`src/rtl/muldiv_pkg.sv`:
```
`default_nettype none
// ============================================================================
//  Module      : muldiv_pkg
//  Description : Shared types and constants for the iterative multiply/divide
//                execute stage (operation encoding, FSM states, div-by-zero
//                quotient value, op-class helper).
//  Revision    : 1.0 - initial release
// ============================================================================
package muldiv_pkg;

    // Operation encoding as presented on the op port; all operations unsigned.
    typedef enum logic [1:0] {
        OP_MUL   = 2'b00,
        OP_MULHU = 2'b01,
        OP_DIVU  = 2'b10,
        OP_REMU  = 2'b11
    } op_e;

    // Control states of the execute unit.
    typedef enum logic [1:0] {
        S_IDLE = 2'b00,
        S_CALC = 2'b01,
        S_WB   = 2'b10
    } state_e;

    // Quotient returned for a zero divisor; sliced down to the unit width.
    localparam logic [63:0] DIV0_QUOTIENT = '1;

    // True for the two multiply flavours, which share the product datapath.
    function automatic logic is_mul(input op_e op);
        return (op == OP_MUL) || (op == OP_MULHU);
    endfunction

endpackage : muldiv_pkg
`default_nettype wire

```
`src/rtl/muldiv_step.sv`:
```
`default_nettype none
// ============================================================================
//  Module      : muldiv_step
//  Description : Combinational single iteration of the multiply/divide
//                datapath. Multiply is a right-shifting shift-add over a
//                2*WIDTH product register; divide is restoring division that
//                produces one quotient bit per call.
//  Revision    : 1.0 - initial release
// ============================================================================
module muldiv_step
    import muldiv_pkg::*;
#(
    parameter int WIDTH = 8
) (
    input  op_e                  op,
    input  logic [WIDTH-1:0]     a,
    input  logic [WIDTH-1:0]     b,
    input  logic [2*WIDTH-1:0]   prod,
    input  logic [WIDTH-1:0]     quo,
    input  logic [WIDTH-1:0]     rem,
    output logic [2*WIDTH-1:0]   prod_nxt,
    output logic [WIDTH-1:0]     quo_nxt,
    output logic [WIDTH-1:0]     rem_nxt
);

    logic [WIDTH:0]   addend;
    logic [WIDTH:0]   sum;
    logic [WIDTH:0]   shifted;
    logic             ge;
    logic [WIDTH-1:0] rem_sub;

    // One iteration: only the registers belonging to the active op class move.
    always_comb begin
        prod_nxt = prod;
        quo_nxt  = quo;
        rem_nxt  = rem;

        // Shift-add: the multiplier sits in the low half and is consumed LSB
        // first; the carry of the upper-half add lands in the vacated MSB.
        addend = prod[0] ? {1'b0, a} : '0;
        sum    = {1'b0, prod[2*WIDTH-1:WIDTH]} + addend;

        // Restoring divide: bring the next dividend bit into the partial
        // remainder (one guard bit wide) and subtract if the divisor fits.
        // The difference is always below the divisor, so WIDTH bits suffice.
        shifted = {rem, quo[WIDTH-1]};
        ge      = (shifted >= {1'b0, b});
        rem_sub = shifted[WIDTH-1:0] - b;

        if (is_mul(op)) begin
            prod_nxt = {sum, prod[WIDTH-1:1]};
        end else begin
            quo_nxt = {quo[WIDTH-2:0], ge};
            rem_nxt = ge ? rem_sub : shifted[WIDTH-1:0];
        end
    end

endmodule : muldiv_step
`default_nettype wire

```
`src/rtl/muldiv_exec_unit.sv`:
```
`default_nettype none
// ============================================================================
//  Module      : muldiv_exec_unit
//  Description : Iterative unsigned multiply/divide execute stage. Accepts one
//                operation in IDLE, iterates WIDTH cycles in CALC, then spends
//                one WB cycle driving a single registered write-back beat
//                (wd3/wa3/we3) into the register bank.
//  Revision    : 1.0 - initial release
// ============================================================================
module muldiv_exec_unit
    import muldiv_pkg::*;
#(
    parameter int WIDTH  = 8,
    parameter int ADDR_W = 5
) (
    input  logic              clk,
    input  logic              rst,
    input  logic              in_valid,
    output logic              in_ready,
    input  logic [1:0]        op,
    input  logic [WIDTH-1:0]  rs1_val,
    input  logic [WIDTH-1:0]  rs2_val,
    input  logic [ADDR_W-1:0] rd_addr,
    output logic [WIDTH-1:0]  wd3,
    output logic [ADDR_W-1:0] wa3,
    output logic              we3,
    output logic              busy
);

    localparam int               CNT_W    = (WIDTH > 1) ? $clog2(WIDTH) : 1;
    localparam logic [CNT_W-1:0] LAST_CNT = CNT_W'(WIDTH - 1);

    state_e              state_q, state_d;
    logic [CNT_W-1:0]    cnt_q, cnt_d;
    op_e                 op_q, op_d;
    logic [WIDTH-1:0]    a_q, a_d;
    logic [WIDTH-1:0]    b_q, b_d;
    logic [ADDR_W-1:0]   rd_q, rd_d;
    logic [2*WIDTH-1:0]  prod_q, prod_d;
    logic [WIDTH-1:0]    quo_q, quo_d;
    logic [WIDTH-1:0]    rem_q, rem_d;
    logic [WIDTH-1:0]    wd3_q, wd3_d;
    logic [ADDR_W-1:0]   wa3_q, wa3_d;
    logic                we3_q, we3_d;

    logic [2*WIDTH-1:0]  prod_nxt;
    logic [WIDTH-1:0]    quo_nxt;
    logic [WIDTH-1:0]    rem_nxt;
    logic [WIDTH-1:0]    result;
    logic                accept;
    logic                last_step;

    assign in_ready  = (state_q == S_IDLE);
    assign busy      = (state_q != S_IDLE);
    assign accept    = in_valid && in_ready;
    assign last_step = (cnt_q == LAST_CNT);

    assign wd3 = wd3_q;
    assign wa3 = wa3_q;
    assign we3 = we3_q;

    muldiv_step #(
        .WIDTH    (WIDTH)
    ) u_step (
        .op       (op_q),
        .a        (a_q),
        .b        (b_q),
        .prod     (prod_q),
        .quo      (quo_q),
        .rem      (rem_q),
        .prod_nxt (prod_nxt),
        .quo_nxt  (quo_nxt),
        .rem_nxt  (rem_nxt)
    );

    // Result of the final iteration, taken from the step outputs so it can be
    // registered into wd3 on the same edge that enters WB.
    always_comb begin
        result = '0;
        case (op_q)
            OP_MUL:   result = prod_nxt[WIDTH-1:0];
            OP_MULHU: result = prod_nxt[2*WIDTH-1:WIDTH];
            OP_DIVU:  result = (b_q == '0) ? DIV0_QUOTIENT[WIDTH-1:0] : quo_nxt;
            OP_REMU:  result = rem_nxt;
            default:  result = '0;
        endcase
    end

    // Next-state logic: IDLE -> CALC on accept, CALC -> WB after the last
    // iteration, WB always returns to IDLE so WB never overlaps an accept.
    always_comb begin
        state_d = state_q;
        case (state_q)
            S_IDLE:  if (accept)    state_d = S_CALC;
            S_CALC:  if (last_step) state_d = S_WB;
            S_WB:                   state_d = S_IDLE;
            default:                state_d = S_IDLE;
        endcase
    end

    // Operand capture, iteration registers and write-back beat generation.
    always_comb begin
        cnt_d  = cnt_q;
        op_d   = op_q;
        a_d    = a_q;
        b_d    = b_q;
        rd_d   = rd_q;
        prod_d = prod_q;
        quo_d  = quo_q;
        rem_d  = rem_q;
        wd3_d  = wd3_q;
        wa3_d  = wa3_q;
        we3_d  = 1'b0;

        case (state_q)
            S_IDLE: begin
                if (accept) begin
                    op_d   = op_e'(op);
                    a_d    = rs1_val;
                    b_d    = rs2_val;
                    rd_d   = rd_addr;
                    // Multiplier in the low half of the product; dividend
                    // starts in the quotient register and shifts out MSB first.
                    prod_d = {{WIDTH{1'b0}}, rs2_val};
                    quo_d  = rs1_val;
                    rem_d  = '0;
                    cnt_d  = '0;
                end
            end
            S_CALC: begin
                prod_d = prod_nxt;
                quo_d  = quo_nxt;
                rem_d  = rem_nxt;
                cnt_d  = cnt_q + CNT_W'(1);
                if (last_step) begin
                    cnt_d = '0;
                    // x0 destination: the WB cycle is still spent but the
                    // result is dropped and wd3/wa3 keep their old values.
                    if (rd_q != '0) begin
                        we3_d = 1'b1;
                        wa3_d = rd_q;
                        wd3_d = result;
                    end
                end
            end
            default: ;
        endcase
    end

    // State and datapath registers; synchronous active-low reset aborts any
    // operation in flight without issuing a write.
    always_ff @(posedge clk) begin
        if (!rst) begin
            state_q <= S_IDLE;
            cnt_q   <= '0;
            op_q    <= OP_MUL;
            a_q     <= '0;
            b_q     <= '0;
            rd_q    <= '0;
            prod_q  <= '0;
            quo_q   <= '0;
            rem_q   <= '0;
            wd3_q   <= '0;
            wa3_q   <= '0;
            we3_q   <= 1'b0;
        end else begin
            state_q <= state_d;
            cnt_q   <= cnt_d;
            op_q    <= op_d;
            a_q     <= a_d;
            b_q     <= b_d;
            rd_q    <= rd_d;
            prod_q  <= prod_d;
            quo_q   <= quo_d;
            rem_q   <= rem_d;
            wd3_q   <= wd3_d;
            wa3_q   <= wa3_d;
            we3_q   <= we3_d;
        end
    end

endmodule : muldiv_exec_unit
`default_nettype wire

```
`config.mk`:
```
export PLATFORM = sky130hd
export DESIGN_NAME = muldiv_exec_unit
export DESIGN_NICKNAME = d
export VERILOG_FILES = /design/src/rtl/muldiv_pkg.sv /design/src/rtl/muldiv_step.sv /design/src/rtl/muldiv_exec_unit.sv
export SDC_FILE = /design/constraint.sdc
export NUM_CORES = 1
export LEC_CHECK = 0
export ABC_AREA = 1
export CELL_PAD_IN_SITES_DETAIL_PLACEMENT = 0
export CELL_PAD_IN_SITES_GLOBAL_PLACEMENT = 1
export CORE_MARGIN = 2
export CORE_UTILIZATION = 25
export DETAILED_ROUTE_END_ITERATION = 10
export PLACE_DENSITY = 0.54
export SYNTH_ARGS = -nofsm -noshare
export SYNTH_HDL_FRONTEND = slang
export SYNTH_SLANG_ARGS = --single-unit
export TNS_END_PERCENT = 50
```
`constraint.sdc`:
```
create_clock -name clk -period 2.85 [get_ports clk]
set_clock_uncertainty 0.05 [all_clocks]
set_input_delay 0.285 -clock clk [delete_from_list [all_inputs] [get_ports clk]]
set_output_delay 0.285 -clock clk [all_outputs]
set_load 0.1 [all_outputs]
```
==> metrics.md, run 1 <==
| Metric | Value |
|---|---|
| Post-cts sizing count | 0 |
| Worst hold slack | 415.3 ps |
| Seq/Total Area, Yosys | 0.3482 |
| Iteration-0 DRC Markers | 196 |
| Crit. End Element | flop |
| Initial core utilization | 0.2565 |
| CTS tree | yes |
| Post-synthesis compound-gate area fraction | 0.1526 |
| Place WS | 540.1 ps |
| Critical path arrival | 2450 ps |
| First-pass GRT wire length | 21900 um |
| Routed len/inst | 15.01 um |
| Worst skew pair latency | 340 ps |
| TritonRoute pass-1 iters | 4 |
| Max-cap violations | 0 |
| Met2 usage | 0.2463 |
| Largest family of logic cells by synthesized area | simple AND/OR/NAND/NOR gates |
| Async set-reset flop share out of synthesis | 0 |
| Tcrit/Tclk final | 0.8044 |
| Fillers | 1889 |
| Area growth syn-to-layout | 21.35% |
| Area share of the largest cell type after synthesis | 0.3482 |
| CTS Sinks | 74 |
| Antenna cell count | 0 |
| Relative max-transition margin | 0.5665 |
| #FFs+latches synth | 74 |
| Nets@finish | 713 |
| Vias in the first global route | 3997 |
| Remaining Overflow, GRT | 0 |
| Clock tree buffer depth | 2 |
| Final Power | 2905 uW |
| GR peak layer | met2 |
| Commonest cells post-synth | nand2_1, inv_1, dfxtp_1 |
| Dpl hpwl | 10160 um |
| CTS Hold Buffers Added | 0 |
| Pwr Density | 562.8 nW/um2 |
| DR vias/cell | 4.566 |
| Tmin final | 2292 ps |
| Met3 Use GR | 0.02834 |
| Crit start category | flop |
| Footprint of the multi-input gates | 2320 um2 |
| P_leak | 0.002368 uW |
| Synth cell types | 36 |
| Post-CTS setup repair buffer count | 0 |
| XOR/XNOR share of the synthesized area | 0.008235 |
| Setup tns final | 0 ps |
| WS Path Type | reg -> reg |
| CTS Root Cell | clkbuf_16 |
| Top-Level Pins | 42 |
| Ranking of synthesized cells by area | dfxtp_1, nand2_1, inv_1 |
| Row Count | 47 |
| Final wirelength | 13390 um |
| Largest net degree at the start of global routing | 44 |
| Setup Viol. Count Final | 0 |
| Vias | 4073 |
| H-tree depth | 3 |
| DRC Markers | 0 |
| Die area | 18080 um2 |
| Slack of the critical path | 557.6 ps |
| Final hold vios | 0 |
| Core ar. | 16580 um2 |
| EDFF count, synth | 0 |
| Syn Area/Cell | 6.742 um2 |
| Die Y | 134.4 um |
| Min-Delay Path Class | reg -> reg |
| Multiplexer share of the synthesized area | 0 |
| Share of layout cells above drive strength 1 | 0.1161 |
| GRT Overall Usage | 0.1567 |
| Met1 global-route usage | 0.2212 |
| Clk pin slew, worst setup/hold paths | 60 ps |
| Mapped Area | 4254 um2 |
| WP data required | 3000 ps |
| Outcome | finished, final reports clean |
| Num CTS Buffers | 9 |
| Adder-Cell Fraction of Synth Area | 0.06235 |
| Post-Synthesis Net Count | 677 |
| Post-synth top flop | dfxtp_1 |
| Peak VDD IR | 0.2815 mV |
| GP Congestion | 0.7960 |
| Number of buffers inserted by port buffering | 41 |
| Die X | 134.4 um |
| Fmax | 436.2 MHz |
| Unrepaired setup endpoints after global routing | no |
| Initial antenna violation count | 0 |
| Largest fanout on the critical path | 9 |
| Detail Route Antenna Nets | 0 |
| Cells after synthesis | 631 |
| Post-synthesis simple-gate area fraction | 0.3215 |
| Worst Max-Slew Pin Slew | 648.5 ps |
| FF/Latch Area | 1481 um2 |
| Leading area contributor after synthesis | dfxtp_1 |
| Count leader, synth | nand2_1 |
| Ys Warns | 0 |
| Max-slew violations | 0 |
-- where the power goes --
| part | internal (uW) | switching, uW | total (uW) |
|---|---|---|---|
| registers | 1080 | 40.4 | 1120 |
| logic | 204 | 410 | 614 |
| clock network | 687 | 481 | 1170 |
| total | 1970 | 932 | 2910 |
-- per-layer routing --
layer / wire length (um) / up-vias
met5: 0 / -
met4: 78 / 0
met3: 374 / 4
met2: 6135 / 49
met1: 6803 / 1897
li1: - / 2123
-- worst max-delay path, stage by stage, from the launching register on --
cell	delay [ps]
dfxtp_1	410
nand2_1	130
inv_1	50
ha_1	210
fa_1	430
nand3_1	90
nand2_1	90
or2_2	290
nand3_1	80
nand2_1	60
inv_1	70
nand2_1	60
nand2_1	70
a21oi_2	50
-- cell usage in the layout (no fill, tap or decap), types with 2 or more instances in the layout --
master / n
fa_1: 2
or2_2: 3
clkinv_2: 2
clkdlybuf4s50_1: 25
clkinv_1: 2
nand2_2: 8
xnor2_1: 3
a31oi_1: 5
nor2_4: 3
o2111ai_1: 4
nand4_1: 14
inv_2: 5
o21a_1: 3
inv_1: 83
nor2_2: 3
nor2_1: 43
nand3_1: 45
dfxtp_1: 74
a21oi_2: 4
o21ai_0: 23
nand3_2: 6
o311ai_1: 5
o221ai_1: 7
a21oi_1: 56
ha_1: 18
clkinv_4: 2
buf_4: 26
clkbuf_16: 9
nand2_1: 178
-- metrics by stage --
stage / cell area [um2] / utilization / std cells
floorplan: 4257 / - / 631
global placement: 4860 / 0.2930 / 876
detailed placement: 4860 / 0.2930 / 876
CTS: 5162 / 0.3113 / 892
global route: 5162 / 0.3113 / 892
finish: 5162 / 0.3113 / 892
-- final timing paths --
kind | slack (ps) | cells after the start | start | endpoint
worst max-delay path | 560 | 13 | prod_q[0]$_SDFFE_PN0P_ | wd3[3]$_SDFFE_PN0P_
worst min-delay path | 420 | 2 | a_q[3]$_SDFFE_PN0P_ | a_q[3]$_SDFFE_PN0P_
worst max register to register | 560 | 13 | prod_q[0]$_SDFFE_PN0P_ | wd3[3]$_SDFFE_PN0P_
worst min register to register | 420 | 2 | a_q[3]$_SDFFE_PN0P_ | a_q[3]$_SDFFE_PN0P_
-- sequential cells by signal (all words and copies together) (netlist names) --
name     flops
prod_q      16
rd_q         5
wd3          8
cnt_q        3
wa3          5
state_q      2
b_q          8
op_q         2
we3          1
quo_q        8
a_q          8
rem_q        8
-- cell type report --
| class | instances | share of cell area |
|---|---|---|
| sequential | 74 | 0.2870 |
| tap | 220 | 0.05332 |
| clock inverter | 7 | 0.01503 |
| timing repair buffer | 51 | 0.08628 |
| multi-input combinational | 441 | 0.4493 |
| clock buffer | 9 | 0.04363 |
| inverter | 90 | 0.06544 |
-- logic make-up after synthesis --
group	count (synthesis)
XOR/XNOR	4
AND/OR/NAND/NOR	307
adder cells (fa/ha/maj)	20
buffers and inverters	116
flip-flops	74
AO/OA/AOI/OAI	110
No activity file was read; power rests on OpenSTA's default activity.
==> run 2: changes to the inputs <==
--- a/config.mk
+++ b/config.mk
@@ -11,7 +11,7 @@
 export CORE_MARGIN = 2
 export CORE_UTILIZATION = 25
 export DETAILED_ROUTE_END_ITERATION = 10
-export PLACE_DENSITY = 0.54
+export PLACE_DENSITY = 0.56
 export SYNTH_ARGS = -nofsm -noshare
 export SYNTH_HDL_FRONTEND = slang
 export SYNTH_SLANG_ARGS = --single-unit
==> constraint.sdc (replaced) <==
create_clock -name clk -period 2.1 [get_ports clk]
set_clock_uncertainty 0.05 [all_clocks]
set_input_delay 0.21 -clock clk [delete_from_list [all_inputs] [get_ports clk]]
set_output_delay 0.21 -clock clk [all_outputs]
set_load 0.1 [all_outputs]
==> run 2 against run 1 <==
  * Final cell count increased by 3.8%
  * Non-clock buffer count is 33 higher
  * Final area is 8.7% higher
  * Highest routed layer unchanged
  * Worst setup slack worse by 430 ps
  * Hold slack worse by 5.1 ps
  * Sequential cell count unchanged
  * Sequential power is 36% higher
  * Critical path depth shrank 1
  * Register-to-register slack got worse by 430 ps
  * Largest power group is now registers
  * Critical path type unchanged
==> metrics.md, run 2 (same netlist as run 1, synthesis figures left out) <==
| Metric | Value |
|---|---|
| Peak VDD IR | 0.3531 mV (was 0.2815 mV) |
| Largest fanout on the critical path | 9 (unchanged) |
| Vias | 4187 (was 4073) |
| CTS Sinks | 74 (unchanged) |
| Iteration-0 DRC Markers | 216 (was 196) |
| CTS Hold Buffers Added | 0 (unchanged) |
| Detail Route Antenna Nets | 0 (unchanged) |
| Crit. End Element | flop (unchanged) |
| Place WS | -17.61 ps (was 540.1 ps) |
| Dpl hpwl | 10300 um (was 10160 um) |
| Final hold vios | 0 (unchanged) |
| Die X | 134.4 um (unchanged) |
| P_leak | 0.002538 uW (was 0.002368 uW) |
| Worst skew pair latency | 340 ps (about the same) |
| Antenna cell count | 0 (unchanged) |
| Slack of the critical path | 126.7 ps (was 557.6 ps) |
| Remaining Overflow, GRT | 0 (unchanged) |
| Outcome | finished, final reports clean (unchanged) |
| Core ar. | 16580 um2 (unchanged) |
| CTS tree | yes (unchanged) |
| Tmin final | 1973 ps (was 2292 ps) |
| GRT Overall Usage | 0.1563 (was 0.1567) |
| Most frequent cells in the layout | nand2_1, inv_1, dfxtp_1, a21oi_1, buf_4 (was nand2_1, inv_1, dfxtp_1, a21oi_1, nand3_1) |
| Max-slew violations | 0 (unchanged) |
| CTS Root Cell | clkbuf_16 (unchanged) |
| Die Y | 134.4 um (unchanged) |
| Worst Max-Slew Pin Slew | 592.5 ps (was 648.5 ps) |
| Nets@finish | 747 (was 713) |
| First-pass GRT wire length | 21810 um (was 21900 um) |
| Largest net degree at the start of global routing | 44 (unchanged) |
| Fmax | 506.8 MHz (was 436.2 MHz) |
| Crit start category | flop (unchanged) |
| Num CTS Buffers | 9 (unchanged) |
| Setup Viol. Count Final | 0 (unchanged) |
| H-tree depth | 3 (unchanged) |
| R2R Path Start | prod_q[0]$_SDFFE_PN0P_ (unchanged) |
| Reg with most FFs | prod_q (unchanged) |
| Min-Delay Path Class | reg -> reg (unchanged) |
| WS Path Type | reg -> reg (unchanged) |
| Unrepaired setup endpoints after global routing | yes (was no) |
| Max reg flops | 16 (unchanged) |
| Pwr Density | 731.3 nW/um2 (was 562.8 nW/um2) |
| Initial antenna violation count | 0 (unchanged) |
| Min-delay src | cnt_q[0]$_SDFFE_PN0P_ (was a_q[3]$_SDFFE_PN0P_) |
| Number of buffers inserted by port buffering | 41 (unchanged) |
| GP Congestion | 0.7794 (was 0.7960) |
| DRC Markers | 0 (unchanged) |
| DR vias/cell | 4.522 (was 4.566) |
| Relative max-transition margin | 0.6036 (was 0.5665) |
| Vias in the first global route | 4064 (was 3997) |
| Routed len/inst | 14.78 um (was 15.01 um) |
| Row Count | 47 (unchanged) |
| TritonRoute pass-1 iters | 4 (unchanged) |
| Share of layout cells above drive strength 1 | 0.1926 (was 0.1161) |
| Commonest non-fill, non-tap cell in the layout | nand2_1 (unchanged) |
| Crit path from | prod_q[0]$_SDFFE_PN0P_ (unchanged) |
| Clock tree buffer depth | 2 (unchanged) |
| Area growth syn-to-layout | 31.88% (was 21.35%) |
| Final wirelength | 13680 um (was 13390 um) |
| Die area | 18080 um2 (unchanged) |
| Clk pin slew, worst setup/hold paths | 60 ps (about the same) |
| WP data required | 2270 ps (was 3000 ps) |
| Critical path arrival | 2150 ps (was 2450 ps) |
| Initial core utilization | 0.2565 (unchanged) |
| Tcrit/Tclk final | 0.9397 (was 0.8044) |
| Top-Level Pins | 42 (unchanged) |
| Setup tns final | 0 ps (unchanged) |
| Max-cap violations | 0 (unchanged) |
==> run 2: cell count changes in the layout (fill, tap and decap cells not counted), sizes merged <==
cell | before | now
clkinvlp | 0 | 2
bufinv | 1 | 0
nand2 | 188 | 189
clkinv | 6 | 4
clkbuf | 9 | 11
inv | 90 | 89
buf | 26 | 59
==> run 2: final timing paths <==
path	depth (start not counted)	to	slack [ps]
setup / recovery	12	wd3[2]$_SDFFE_PN0P_	130
hold / removal	1	cnt_q[0]$_SDFFE_PN0P_	410
setup reg to reg	12	wd3[2]$_SDFFE_PN0P_	130
hold reg to reg	1	cnt_q[0]$_SDFFE_PN0P_	410
==> run 2: final cells by class <==
type	count	area (um2)
Clock buffer	11	252.7
Clock inverter	5	37.54
Fill cell	1829	10970
Inverter	90	337.8
Multi-Input combinational cell	442	2471
Sequential cell	74	1489
Tap cell	220	275.3
Timing Repair Buffer	84	747.0
==> run 2: report_power, final <==
group          leakage (uW)  switching (uW)  total [uW]  internal, uW
logic               0.00179             629        1060           430
registers          0.000606            54.4        1520          1470
clock network      0.000138             650        1520           869
total               0.00254            1330        4100          2770
==> run 2: routing by layer <==
| layer | GRT usage | up-vias | routed length (um) |
|---|---|---|---|
| met5 | 0 | - | 0 |
| met4 | 0.04561 | 0 | 146 |
| met3 | 0.02381 | 7 | 530 |
| met2 | 0.2446 | 80 | 6170 |
| met1 | 0.2220 | 1914 | 6835 |
| li1 | - | 2186 | - |
==> run 2: worst max-delay path: stages (launching register included) <==
cell and delay [ps]:
dfxtp_4 380, nand2_1 60, inv_1 60, ha_2 310, a21oi_2 160, nand2_2 90, or2_2 290, nand3_1 100
nand2_1 70, inv_1 90, nand2_1 60, nand2_1 70, a21oi_1 60
==> run 2: repair_timing <==
item,in CTS,in global routing
endpoints found under the setup margin,3,14
cloned,0,1
buffers inserted,0,1
resized for setup,2,28
pin swaps,0,5
==> run 2: per-stage QoR <==
step           area (um2)  utilization  instances  power [uW]  hold WS (ps)
3_5_place_dp         5155       0.3109        908        2541         405.7
4_1_cts              5449       0.3286        924        4082         414.0
5_1_grt              5610       0.3383        926        4320         446.6
6_report             5610       0.3383        926        4103         410.3
2_1_floorplan        4262            -        631        2139         319.0
3_3_place_gp         5155       0.3109        908        2540         392.7
==> run 3: changes to the inputs <==
--- a/config.mk
+++ b/config.mk
@@ -11,6 +11,7 @@
 export CORE_MARGIN = 2
 export CORE_UTILIZATION = 25
 export DETAILED_ROUTE_END_ITERATION = 10
+export GPL_TIMING_DRIVEN = 0
 export PLACE_DENSITY = 0.56
 export SYNTH_ARGS = -nofsm -noshare
 export SYNTH_HDL_FRONTEND = slang
==> run 3 against run 2 <==
  * Clock-buffer cell count fell by 1
  * Combinational power hardly changed
  * Non-clock buffer count fell by 10
  * Die area did not move
  * Global-route usage grew 0.61 points
  * Via count rose by 1.6%
  * Wire length increased by 7.0%
  * Sequential power about the same
  * Final cell count fell by 0.97%
  * Largest cell class unchanged
  * Largest power group is now clock
==> metrics.md, run 3 (same netlist as run 1, synthesis figures left out) <==
| Metric | Value |
|---|---|
| Outcome | finished, final reports clean (unchanged) |
| Met1 global-route usage | 0.2322 (was 0.2220) |
| Dpl hpwl | 10880 um (was 10300 um) |
| Antenna cell count | 0 (unchanged) |
| CTS tree | yes (unchanged) |
| Top-Level Pins | 42 (unchanged) |
| DR vias/cell | 4.637 (was 4.522) |
| Tcrit/Tclk final | 0.9824 (was 0.9397) |
| Tmin final | 2063 ps (was 1973 ps) |
| Min-Delay Path Class | reg -> reg (unchanged) |
| Worst hold slack | 412.4 ps (was 410.3 ps) |
| Fillers | 1854 (was 1829) |
| Peak VDD IR | 0.4196 mV (was 0.3531 mV) |
| Slowest cell on the critical path | clkdlybuf4s50_1 (was dfxtp_4) |
| Worst-path cell chain | clkdlybuf4s50_1 (was nand2_1 -> inv_1 -> ha_2 -> a21oi_2 -> nand2_2 -> or2_2 -> nand3_1 -> nand2_1 -> inv_1 -> nand2_1 -> nand2_1 -> a21oi_1) |
| Die X | 134.4 um (unchanged) |
| Final hold vios | 0 (unchanged) |
| Post-Layout Inst Area | 5634 um2 (was 5610 um2) |
| WP data required | 1840 ps (was 2270 ps) |
| R2R Path Start | prod_q[0]$_SDFFE_PN0P_ (unchanged) |
| Setup tns final | 0 ps (unchanged) |
| Worst Max-Slew Pin Slew | 977.4 ps (was 592.5 ps) |
| Placement Cell Area | 4947 um2 (was 5155 um2) |
| CTS Hold Buffers Added | 0 (unchanged) |
| Die Y | 134.4 um (unchanged) |
| GP Congestion | 0.8063 (was 0.7794) |
| Min-delay src | wd3[6]$_SDFFE_PN0P_ (was cnt_q[0]$_SDFFE_PN0P_) |
| Iteration-0 DRC Markers | 256 (was 216) |
| Final Power | 4324 uW (was 4103 uW) |
| Die area | 18080 um2 (unchanged) |
| Row Count | 47 (unchanged) |
| H-tree depth | 3 (unchanged) |
| Max reg flops | 16 (unchanged) |
| Commonest non-fill, non-tap cell in the layout | nand2_1 (unchanged) |
| Final wirelength | 14650 um (was 13680 um) |
| Clock tree buffer depth | 2 (unchanged) |
| Most frequent cells in the layout | nand2_1, inv_1, dfxtp_1, a21oi_1 (was nand2_1, inv_1, dfxtp_1, a21oi_1, buf_4) |
| Relative max-transition margin | 0.3473 (was 0.6036) |
| R2r setup slk | 50 ps (was 130 ps) |
| Unrepaired setup endpoints after global routing | yes (unchanged) |
| Max-cap violations | 0 (unchanged) |
| Detail Route Antenna Nets | 0 (unchanged) |
| Initial antenna violation count | 0 (unchanged) |
| Clk pin slew, worst setup/hold paths | 60 ps (about the same) |
| Setup Viol. Count Final | 0 (unchanged) |
| DRC Markers | 0 (unchanged) |
| Vias | 4252 (was 4187) |
| Max incr delay on CP | 1130 ps (was 380 ps) |
| Vias in the first global route | 4054 (was 4064) |
| CP Buf/Inv Count | 1 (was 2) |
| First-pass GRT wire length | 22460 um (was 21810 um) |
| Initial core utilization | 0.2565 (unchanged) |
| Largest fanout on the critical path | 2 (was 9) |
| Remaining Overflow, GRT | 0 (unchanged) |
| Share of layout cells above drive strength 1 | 0.1707 (was 0.1926) |
| Max-slew violations | 0 (unchanged) |
| Crit start category | flop (unchanged) |
| Reg with most FFs | prod_q (unchanged) |
| GR peak layer | met2 (unchanged) |
| FF-to-FF End | wd3[3]$_SDFFE_PN0P_ (was wd3[2]$_SDFFE_PN0P_) |
| Num CTS Buffers | 9 (unchanged) |
| CTS Sinks | 74 (unchanged) |
| TritonRoute pass-1 iters | 5 (was 4) |
| GRT Overall Usage | 0.1624 (was 0.1563) |
| Worst Hold Endpoint | wd3[6]$_SDFFE_PN0P_ (was cnt_q[0]$_SDFFE_PN0P_) |
| Core ar. | 16580 um2 (unchanged) |
| Worst Reg2Reg Path Length in Cells | 13 (was 12) |
| Fmax | 484.7 MHz (was 506.8 MHz) |
| Nets@finish | 738 (was 747) |
| Min-Delay Path Depth | 2 (was 1) |
| Pwr Density | 767.4 nW/um2 (was 731.3 nW/um2) |
| CTS Root Cell | clkbuf_16 (unchanged) |
| P_leak | 0.002605 uW (was 0.002538 uW) |
| Top delay family on crit path | buffers and inverters (was simple AND/OR/NAND/NOR gates) |
| Area growth syn-to-layout | 32.44% (was 31.88%) |
| Met3 Use GR | 0.02192 (was 0.02381) |
| WS Path Type | reg -> out (was reg -> reg) |
| Met2 usage | 0.2548 (was 0.2446) |
| Crit. End Element | primary output (was flop) |
| Routed len/inst | 15.97 um (was 14.78 um) |
| Largest net degree at the start of global routing | 15 (was 44) |
| Worst skew pair latency | 330 ps (was 340 ps) |
| Critical path arrival | 1800 ps (was 2150 ps) |
| Number of buffers inserted by port buffering | 41 (unchanged) |
==> run 3: cell count changes in the layout (fill, tap and decap cells not counted), sizes merged <==
cell / previous run / this run
dlymetal6s2s: 0 / 9
clkdlybuf4s50: 25 / 29
inv: 89 / 90
buf: 59 / 21
nand2: 189 / 190
clkinvlp: 2 / 0
bufinv: 0 / 2
clkbuf: 11 / 22
dlygate4sd2: 0 / 3
==> run 3: layout make-up <==
type / count / area [um2] / area share
Buffer: 25 / 113.9 / 0.02021
Clock buffer: 10 / 239.0 / 0.04242
Clock inverter: 6 / 97.59 / 0.01732
Inverter: 90 / 337.8 / 0.05996
Multi-Input combinational cell: 443 / 2551 / 0.4528
Sequential cell: 74 / 1505 / 0.2672
Tap cell: 220 / 275.3 / 0.04886
Timing Repair Buffer: 49 / 514.2 / 0.09127
==> run 3: per-layer routing <==
layer / vias to the layer above / routed length, um
li1: 2177 / -
met1: 1990 / 7354
met2: 77 / 6669
met3: 8 / 474
met4: 0 / 148
met5: - / 0
==> run 3: repair_timing <==
item                       in CTS  in global routing
gates cloned                    0                  2
buffers inserted                3                  5
pin swaps                       5                  9
setup endpoints to repair      21                 24
resized for setup              19                 50
==> run 3: through the flow <==
stage	utilization	setup slack (ps)	instances
after floorplan	-	33.20	631
after global placement	0.2983	-327.8	892
after detailed placement	0.2983	-300.8	892
after CTS	0.3252	-63.33	910
after global routing	0.3397	-42.80	917
final	0.3397	37.03	917
==> run 3: worst max-delay path by stage <==
stage,start,endpoint,cells after the start
floorplan,prod_q[0]$_SDFFE_PN0P_,wd3[3]$_SDFFE_PN0P_,14
global placement,prod_q[0]$_SDFFE_PN0P_,wd3[3]$_SDFFE_PN0P_,14
detailed placement,prod_q[0]$_SDFFE_PN0P_,wd3[3]$_SDFFE_PN0P_,14
CTS,prod_q[0]$_SDFFE_PN0P_,wd3[3]$_SDFFE_PN0P_,13
global route,prod_q[0]$_SDFFE_PN0P_,wd3[3]$_SDFFE_PN0P_,14
finish,wa3[3]$_SDFFE_PN0P_,wa3[3],1
==> run 3: power by group <==
group          switching [uW]  internal, uW
clock                     671          1090
combinational             658           381
sequential               54.6          1470
total                    1380          2940
